--- src/rtl/poll_tx_if.sv ---
// poll_tx_if: APB3 slave bus bundle for the poll-command transmitter
interface poll_tx_if;
   logic        PSEL;
   logic        PENABLE;
   logic        PWRITE;
   logic [31:0] PADDR;
   logic [31:0] PWDATA;
   logic [31:0] PRDATA;
   logic        PREADY;
   logic        PSLVERR;
   modport master (output PSEL, PENABLE, PWRITE, PADDR, PWDATA, input PRDATA, PREADY, PSLVERR);
   modport slave (input PSEL, PENABLE, PWRITE, PADDR, PWDATA, output PRDATA, PREADY, PSLVERR);
endinterface

--- src/rtl/poll_tx.sv ---
// poll_tx: sends the 24-bit controller poll command and opens the response window
module poll_tx #(
   parameter int CLK_PER_US = 100,
   parameter int RESP_US    = 300,
   parameter int PERIOD_RST = 16000
) (
   input  logic     PCLK,
   input  logic     PRESERN,
   poll_tx_if.slave apb,
   output logic     data_oe,
   output logic     ready,
   output logic     busy
);
   // one shared phase timer and the period timer, both wide enough for a full period or window
   localparam int WW = $clog2(((RESP_US > 65535) ? RESP_US : 65535) * CLK_PER_US + 1);
   localparam logic [WW-1:0] CELL_END = WW'(4 * CLK_PER_US - 1);
   localparam logic [WW-1:0] STOP_END = WW'(CLK_PER_US - 1);
   localparam logic [WW-1:0] RESP_END = WW'(RESP_US * CLK_PER_US - 1);
   localparam logic [WW-1:0] LOW_ONE  = WW'(CLK_PER_US);
   localparam logic [WW-1:0] LOW_ZERO = WW'(3 * CLK_PER_US);

   typedef enum logic [2:0] {IDLE, TX, STOP, RESP, WAIT} state_t;

   state_t          st_q, st_d;
   logic [WW-1:0]   tm_q, tm_d, rem_q, rem_d;
   logic [4:0]      bit_q, bit_d;
   logic [15:0]     cnt_q, cnt_d, per_q, per_d;
   logic            en_q, en_d, rmb_q, rmb_d, rl_q, rl_d;
   logic            oe_q, oe_d, rdy_q, rdy_d, busy_q, busy_d;
   logic            wr, wr_ctrl, trig, go, bit_v;
   logic [23:0]     cmd;
   logic            unused_apb;

   assign wr         = apb.PSEL & apb.PENABLE & apb.PWRITE;
   assign wr_ctrl    = wr & (apb.PADDR[3:2] == 2'd0);
   assign trig       = wr_ctrl & apb.PWDATA[2];
   assign en_d       = wr_ctrl ? apb.PWDATA[0] : en_q;
   assign rmb_d      = wr_ctrl ? apb.PWDATA[1] : rmb_q;
   assign per_d      = (wr & (apb.PADDR[3:2] == 2'd1)) ? apb.PWDATA[15:0] : per_q;
   assign unused_apb = ^{apb.PADDR[31:4], apb.PADDR[1:0], apb.PWDATA[31:16]};

   assign apb.PRDATA  = !apb.PSEL ? 32'd0 :
                        (apb.PADDR[3:2] == 2'd0) ? {30'd0, rmb_q, en_q} :
                        (apb.PADDR[3:2] == 2'd1) ? {16'd0, per_q} :
                        (apb.PADDR[3:2] == 2'd2) ? {cnt_q, 14'd0, rdy_q, busy_q} : 32'd0;
   assign apb.PREADY  = 1'b1;
   assign apb.PSLVERR = 1'b0;

   assign data_oe = oe_q;
   assign ready   = rdy_q;
   assign busy    = busy_q;

   // sequencer next state; line outputs are derived from the next state so they leave a flop
   always_comb begin
      st_d  = st_q;
      tm_d  = '0;
      bit_d = bit_q;
      rl_d  = rl_q;
      cnt_d = cnt_q;
      rem_d = (rem_q == '0) ? '0 : rem_q - 1'b1;
      go    = 1'b0;
      case (st_q)
         IDLE: go = en_d | trig;
         TX: begin
            tm_d = (tm_q == CELL_END) ? '0 : tm_q + 1'b1;
            if (tm_q == CELL_END) begin
               bit_d = (bit_q == 5'd23) ? 5'd0 : bit_q + 1'b1;
               st_d  = (bit_q == 5'd23) ? STOP : TX;
            end
         end
         STOP: begin
            tm_d = (tm_q == STOP_END) ? '0 : tm_q + 1'b1;
            st_d = (tm_q == STOP_END) ? RESP : STOP;
         end
         RESP: begin
            tm_d = tm_q + 1'b1;
            if (tm_q == RESP_END) begin
               tm_d  = '0;
               cnt_d = cnt_q + 1'b1;
               st_d  = en_d ? WAIT : IDLE;
               go    = en_d & (rem_q == '0);
            end
         end
         WAIT: if (rem_q == '0) begin
            st_d = IDLE;
            go   = en_d;
         end
         default: st_d = IDLE;
      endcase
      // every TX entry restarts the bit sequence, latches rumble and rearms the period timer
      if (go) begin
         st_d  = TX;
         tm_d  = '0;
         bit_d = '0;
         rl_d  = rmb_d;
         rem_d = (per_q == 16'd0) ? '0 : WW'(per_q) * WW'(CLK_PER_US) - 1'b1;
      end
      cmd    = {23'h200180, rl_d};
      bit_v  = cmd[5'd23 - bit_d];
      oe_d   = (st_d == STOP) | ((st_d == TX) & (tm_d < (bit_v ? LOW_ONE : LOW_ZERO)));
      rdy_d  = (st_d == RESP);
      busy_d = (st_d == TX) | (st_d == STOP) | (st_d == RESP);
   end

   // state, timers, registers and registered line outputs
   always_ff @(posedge PCLK) begin
      if (!PRESERN) begin
         st_q   <= IDLE;
         tm_q   <= '0;
         rem_q  <= '0;
         bit_q  <= '0;
         cnt_q  <= '0;
         per_q  <= 16'(PERIOD_RST);
         en_q   <= 1'b0;
         rmb_q  <= 1'b0;
         rl_q   <= 1'b0;
         oe_q   <= 1'b0;
         rdy_q  <= 1'b0;
         busy_q <= 1'b0;
      end else begin
         st_q   <= st_d;
         tm_q   <= tm_d;
         rem_q  <= rem_d;
         bit_q  <= bit_d;
         cnt_q  <= cnt_d;
         per_q  <= per_d;
         en_q   <= en_d;
         rmb_q  <= rmb_d;
         rl_q   <= rl_d;
         oe_q   <= oe_d;
         rdy_q  <= rdy_d;
         busy_q <= busy_d;
      end
   end
endmodule

--- src/flat_wrapper.sv ---
// flat-port wrapper written by rule: the top's interface ports become plain ports
module poll_tx_flat 
#(
   parameter int CLK_PER_US = 100,
   parameter int RESP_US    = 300,
   parameter int PERIOD_RST = 16000
)
  (PCLK, PRESERN, data_oe, ready, busy, apb_PSEL, apb_PENABLE, apb_PWRITE, apb_PADDR, apb_PWDATA, apb_PRDATA, apb_PREADY, apb_PSLVERR);
  poll_tx_if apb_i ();
  input  logic PCLK;
  input  logic PRESERN;
  output logic data_oe;
  output logic ready;
  output logic busy;
  input wire logic [$bits(apb_i.PSEL)-1:0] apb_PSEL;
  input wire logic [$bits(apb_i.PENABLE)-1:0] apb_PENABLE;
  input wire logic [$bits(apb_i.PWRITE)-1:0] apb_PWRITE;
  input wire logic [$bits(apb_i.PADDR)-1:0] apb_PADDR;
  input wire logic [$bits(apb_i.PWDATA)-1:0] apb_PWDATA;
  output wire logic [$bits(apb_i.PRDATA)-1:0] apb_PRDATA;
  output wire logic [$bits(apb_i.PREADY)-1:0] apb_PREADY;
  output wire logic [$bits(apb_i.PSLVERR)-1:0] apb_PSLVERR;
  assign apb_i.PSEL = apb_PSEL;
  assign apb_i.PENABLE = apb_PENABLE;
  assign apb_i.PWRITE = apb_PWRITE;
  assign apb_i.PADDR = apb_PADDR;
  assign apb_i.PWDATA = apb_PWDATA;
  assign apb_PRDATA = apb_i.PRDATA;
  assign apb_PREADY = apb_i.PREADY;
  assign apb_PSLVERR = apb_i.PSLVERR;
  poll_tx #(.CLK_PER_US(CLK_PER_US), .RESP_US(RESP_US), .PERIOD_RST(PERIOD_RST)) u_core (.PCLK(PCLK), .PRESERN(PRESERN), .apb(apb_i), .data_oe(data_oe), .ready(ready), .busy(busy));
endmodule
--- config.mk ---
export PLATFORM = sky130hd
export DESIGN_NAME = poll_tx_flat
export DESIGN_NICKNAME = d
export VERILOG_FILES = /design/src/rtl/poll_tx_if.sv /design/src/rtl/poll_tx.sv /design/src/flat_wrapper.sv
export SDC_FILE = /design/constraint.sdc
export NUM_CORES = 1
export LEC_CHECK = 0
export ABC_AREA = 0
export CORE_MARGIN = 10
export CORE_UTILIZATION = 50
export CTS_CLUSTER_SIZE = 20
export DETAILED_ROUTE_END_ITERATION = 10
export GPL_ROUTABILITY_DRIVEN = 0
export PLACE_DENSITY = 0.82
export SLEW_MARGIN = 10
export SYNTH_ARGS = -nofsm -noshare
export SYNTH_HDL_FRONTEND = slang
export SYNTH_SLANG_ARGS = --single-unit
--- constraint.sdc ---
create_clock -name PCLK -period 4.45 [get_ports PCLK]
set_input_delay 0.89 -clock PCLK [delete_from_list [all_inputs] [get_ports PCLK]]
set_output_delay 0.89 -clock PCLK [all_outputs]
set_load 0.005 [all_outputs]
==> results.yml <==
critical_path:
  critPathMaxFanout: 4
  reg2reg_slack_ps: 170
  rr_endpoint: "u_core.rem_q[20]"
  crit_path_start_kind: "flop"
  r2r_start: "u_core.per_q[2]"
  end_kind: "flop"
  worst_ep_required_time_ps: 4650
  crit_arrival_ps: 4480
  r2r_cells: 15
  critPathCapture: "u_core.rem_q[20]"
  critPathKind: "reg -> reg"
  critPathLaunch: "u_core.per_q[2]"
global_routing:
  grt_pass1_vias: 6091
  antenna_found_initial: 0
  grt_busiest_layer: "met2"
  gr-usage-met1_pct: 19.6
  grt_pass1_wl_microns: 28400
  overflow: 0
  met3_usage_pct: 4.35
  track_usage_pct: 17.3
  grtUsageMet2_pct: 31.2
  grt_max_degree: 41
synthesis:
  syn_nets: 1028
  ys_ff_latch: 92
  yosysWarnings: 0
  yosys-top-cells-area: "dfxtp_1 26%, ha_1 13%, xnor2_1 6.2%"
  synth_area_leader_cell: "dfxtp_1"
  synth_cells: 877
  yosysUniqueCellTypes: 69
  synth.top_cell.area_share_pct: 26.1
  synthFlopType: "dfxtp_1"
  synthArstFlopShare_pct: 0
  synth_most_common_cell: "dfxtp_1"
  ys_seq_area_share_pct: 26.1
  synth_common_cells: "92 x dfxtp_1, 89 x nor2_1, 81 x inv_1"
  synth_edf_count: 0
  avgSynthCellArea_sq_um: 8.05
  syn_area_sq_um: 7060
timing:
  slew-limit-headroom_pct: 46.9
  setup_viol: 0
  finalClockSkew_ps: 7.90
  hold_viol_final: 0
  fmax_mhz: 234
  slew_violations: 0
  min_period_over_period_pct: 96.1
  layout_min_cycle_time_ps: 4280
  fin_setup_tns_ps: 0
  rsz0062_at_grt: "false"
  worstMarginPinSlew_ps: 794
  setup_ws_ps: 173
  whs_ps: 481
die:
  dieHeight_microns: 139
  start_util_pct: 50.9
  coreArea_sq_um: 13900
  row_count: 43
  io_pins: 106
  dieArea_sq_um: 19300
  die_x_microns: 139
cells_and_area:
  utilization_pct: 59.6
  final_cell_area_sq_um: 8280
  fillCellCount: 1226
  drive_above_1_share_pct: 7.61
  syn2layout_area_growth_pct: 17.2
  nets: 1093
  antenna_cells: 0
cts:
  clkTransAtPathRegs_ps: 60
  h-tree-depth: 3
  clock_latency_ps: 350
  cts_tree: "done"
  cts_buffers: 9
  cts_sinks: 92
  hold_buffers: 0
  cts_root_buf: "clkbuf_16"
  cts_buffer_depth: 2
pwr:
  ir_drop_mv: 0.196
  p_leak_nw: 3.46
  powerDensity_nw_per_um2: 324
route:
  post-route-drc-count: 0
  wl_per_cell_microns: 15.2
  num_vias: 6226
  drt_iter0_markers: 356
  ant_nets: 0
  first_pass_iters: 5
  viasPerCell: 5.53
  drt-total-wl_microns: 17100
placement:
  place_area_sq_um: 7930
  dpl.hpwl_microns: 13000
  portBuffers: 57
  place_ws_ps: -110
min_path:
  hold_class: "reg -> reg"
run_status:
  status: "complete, no violations"
run:
  max-cap-violations: 0
## metal layers
metal  vias to the layer above  routed length (microns)
li1                       3157                        -
met1                      2934                     7310
met2                       117                     8760
met3                        18                      760
met4                         0                      244
met5                         -                        0
## sequential cells by signal (all words and copies together), names as in the netlist
signal,count
u_core.tm_q,23
u_core.st_q,3
u_core.en_q,1
u_core.per_q,16
u_core.bit_q,5
u_core.ready,1
u_core.busy,1
u_core.rl_q,1
u_core.cnt_q,16
u_core.rmb_q,1
u_core.rem_q,23
u_core.data_oe,1
## layout by cell type, fill, tap and decap left out, types with 6 or more instances in the layout
master,count
nor2_1,89
ha_1,69
nand4_1,11
nor4_1,14
dfxtp_1,90
nor3_1,23
o21ai_0,14
xnor2_1,50
nand2b_1,8
clkdlybuf4s50_1,57
and3_1,26
mux2i_1,8
a21oi_1,24
o22a_1,7
clkbuf_16,9
o22ai_1,13
and2_1,27
o211ai_1,11
xor2_1,39
nand3_1,36
nand2_1,75
fa_1,11
buf_4,31
inv_1,81
or3_1,9
nor3b_1,6
## through the flow
| stage | power [mW] | cells |
|---|---|---|
| detailed placement | 1.88 | 1110 |
| global route | 2.82 | 1126 |
| global placement | 1.85 | 1110 |
| CTS | 2.69 | 1125 |
| finish | 2.68 | 1126 |
| floorplan | 1.70 | 877 |
## how the worst min path moves through the flow
stage,start,endpoint,slack (ps),cells after the start
6_report,u_core.tm_q[0],u_core.tm_q[0],480,1
5_1_grt,u_core.per_q[3],u_core.per_q[3],540,2
4_1_cts,u_core.tm_q[0],u_core.tm_q[0],490,1
3_5_place_dp,u_core.tm_q[0],u_core.tm_q[0],470,1
3_3_place_gp,u_core.tm_q[0],u_core.tm_q[0],450,1
2_1_floorplan,u_core.tm_q[0],u_core.tm_q[0],440,1
## cells by family after synthesis
family	count (synthesis)	synth area share (%)
other cells	2	0.106
buf+inv	115	6.45
flops	92	26.1
mux	8	1.13
fa+ha+maj	83	15.8
xor+xnor	89	11.0
compound gates	124	12.4
simple gates	364	26.9
## final cells by class
| type | instances | area [sq um] | area share, % |
|---|---|---|---|
| timing repair buffer | 88 | 803 | 9.71 |
| inverter | 81 | 304 | 3.67 |
| tap | 180 | 225 | 2.72 |
| sequential | 92 | 1850 | 22.3 |
| multi-input combinational | 670 | 4800 | 57.9 |
| clock inverter | 4 | 48.8 | 0.590 |
| clock buffer | 11 | 253 | 3.05 |
## report_power, final
part	total (mW)	switching [mW]	internal, mW
logic	0.899	0.483	0.416
clock network	0.788	0.326	0.462
registers	0.997	0.0835	0.914
## critical path: stages, from the launching register on
cell     delay (ps)
dfxtp_1         320
inv_1            70
ha_1            300
ha_1            270
inv_1            50
fa_1            500
inv_1            40
ha_1            230
or2_2           300
o22a_1          200
or3_1           340
a211o_1         350
or4b_4          540
nor4_4          310
xor2_1          210
o22ai_1         110
## what timing repair did
item,CTS,global route
pin swaps,0,2
endpoints found under the hold margin,0,0
gates resized for setup,1,12
setup endpoints to repair,1,4
buffers inserted,0,1
Power figures use the tool's default switching activity.
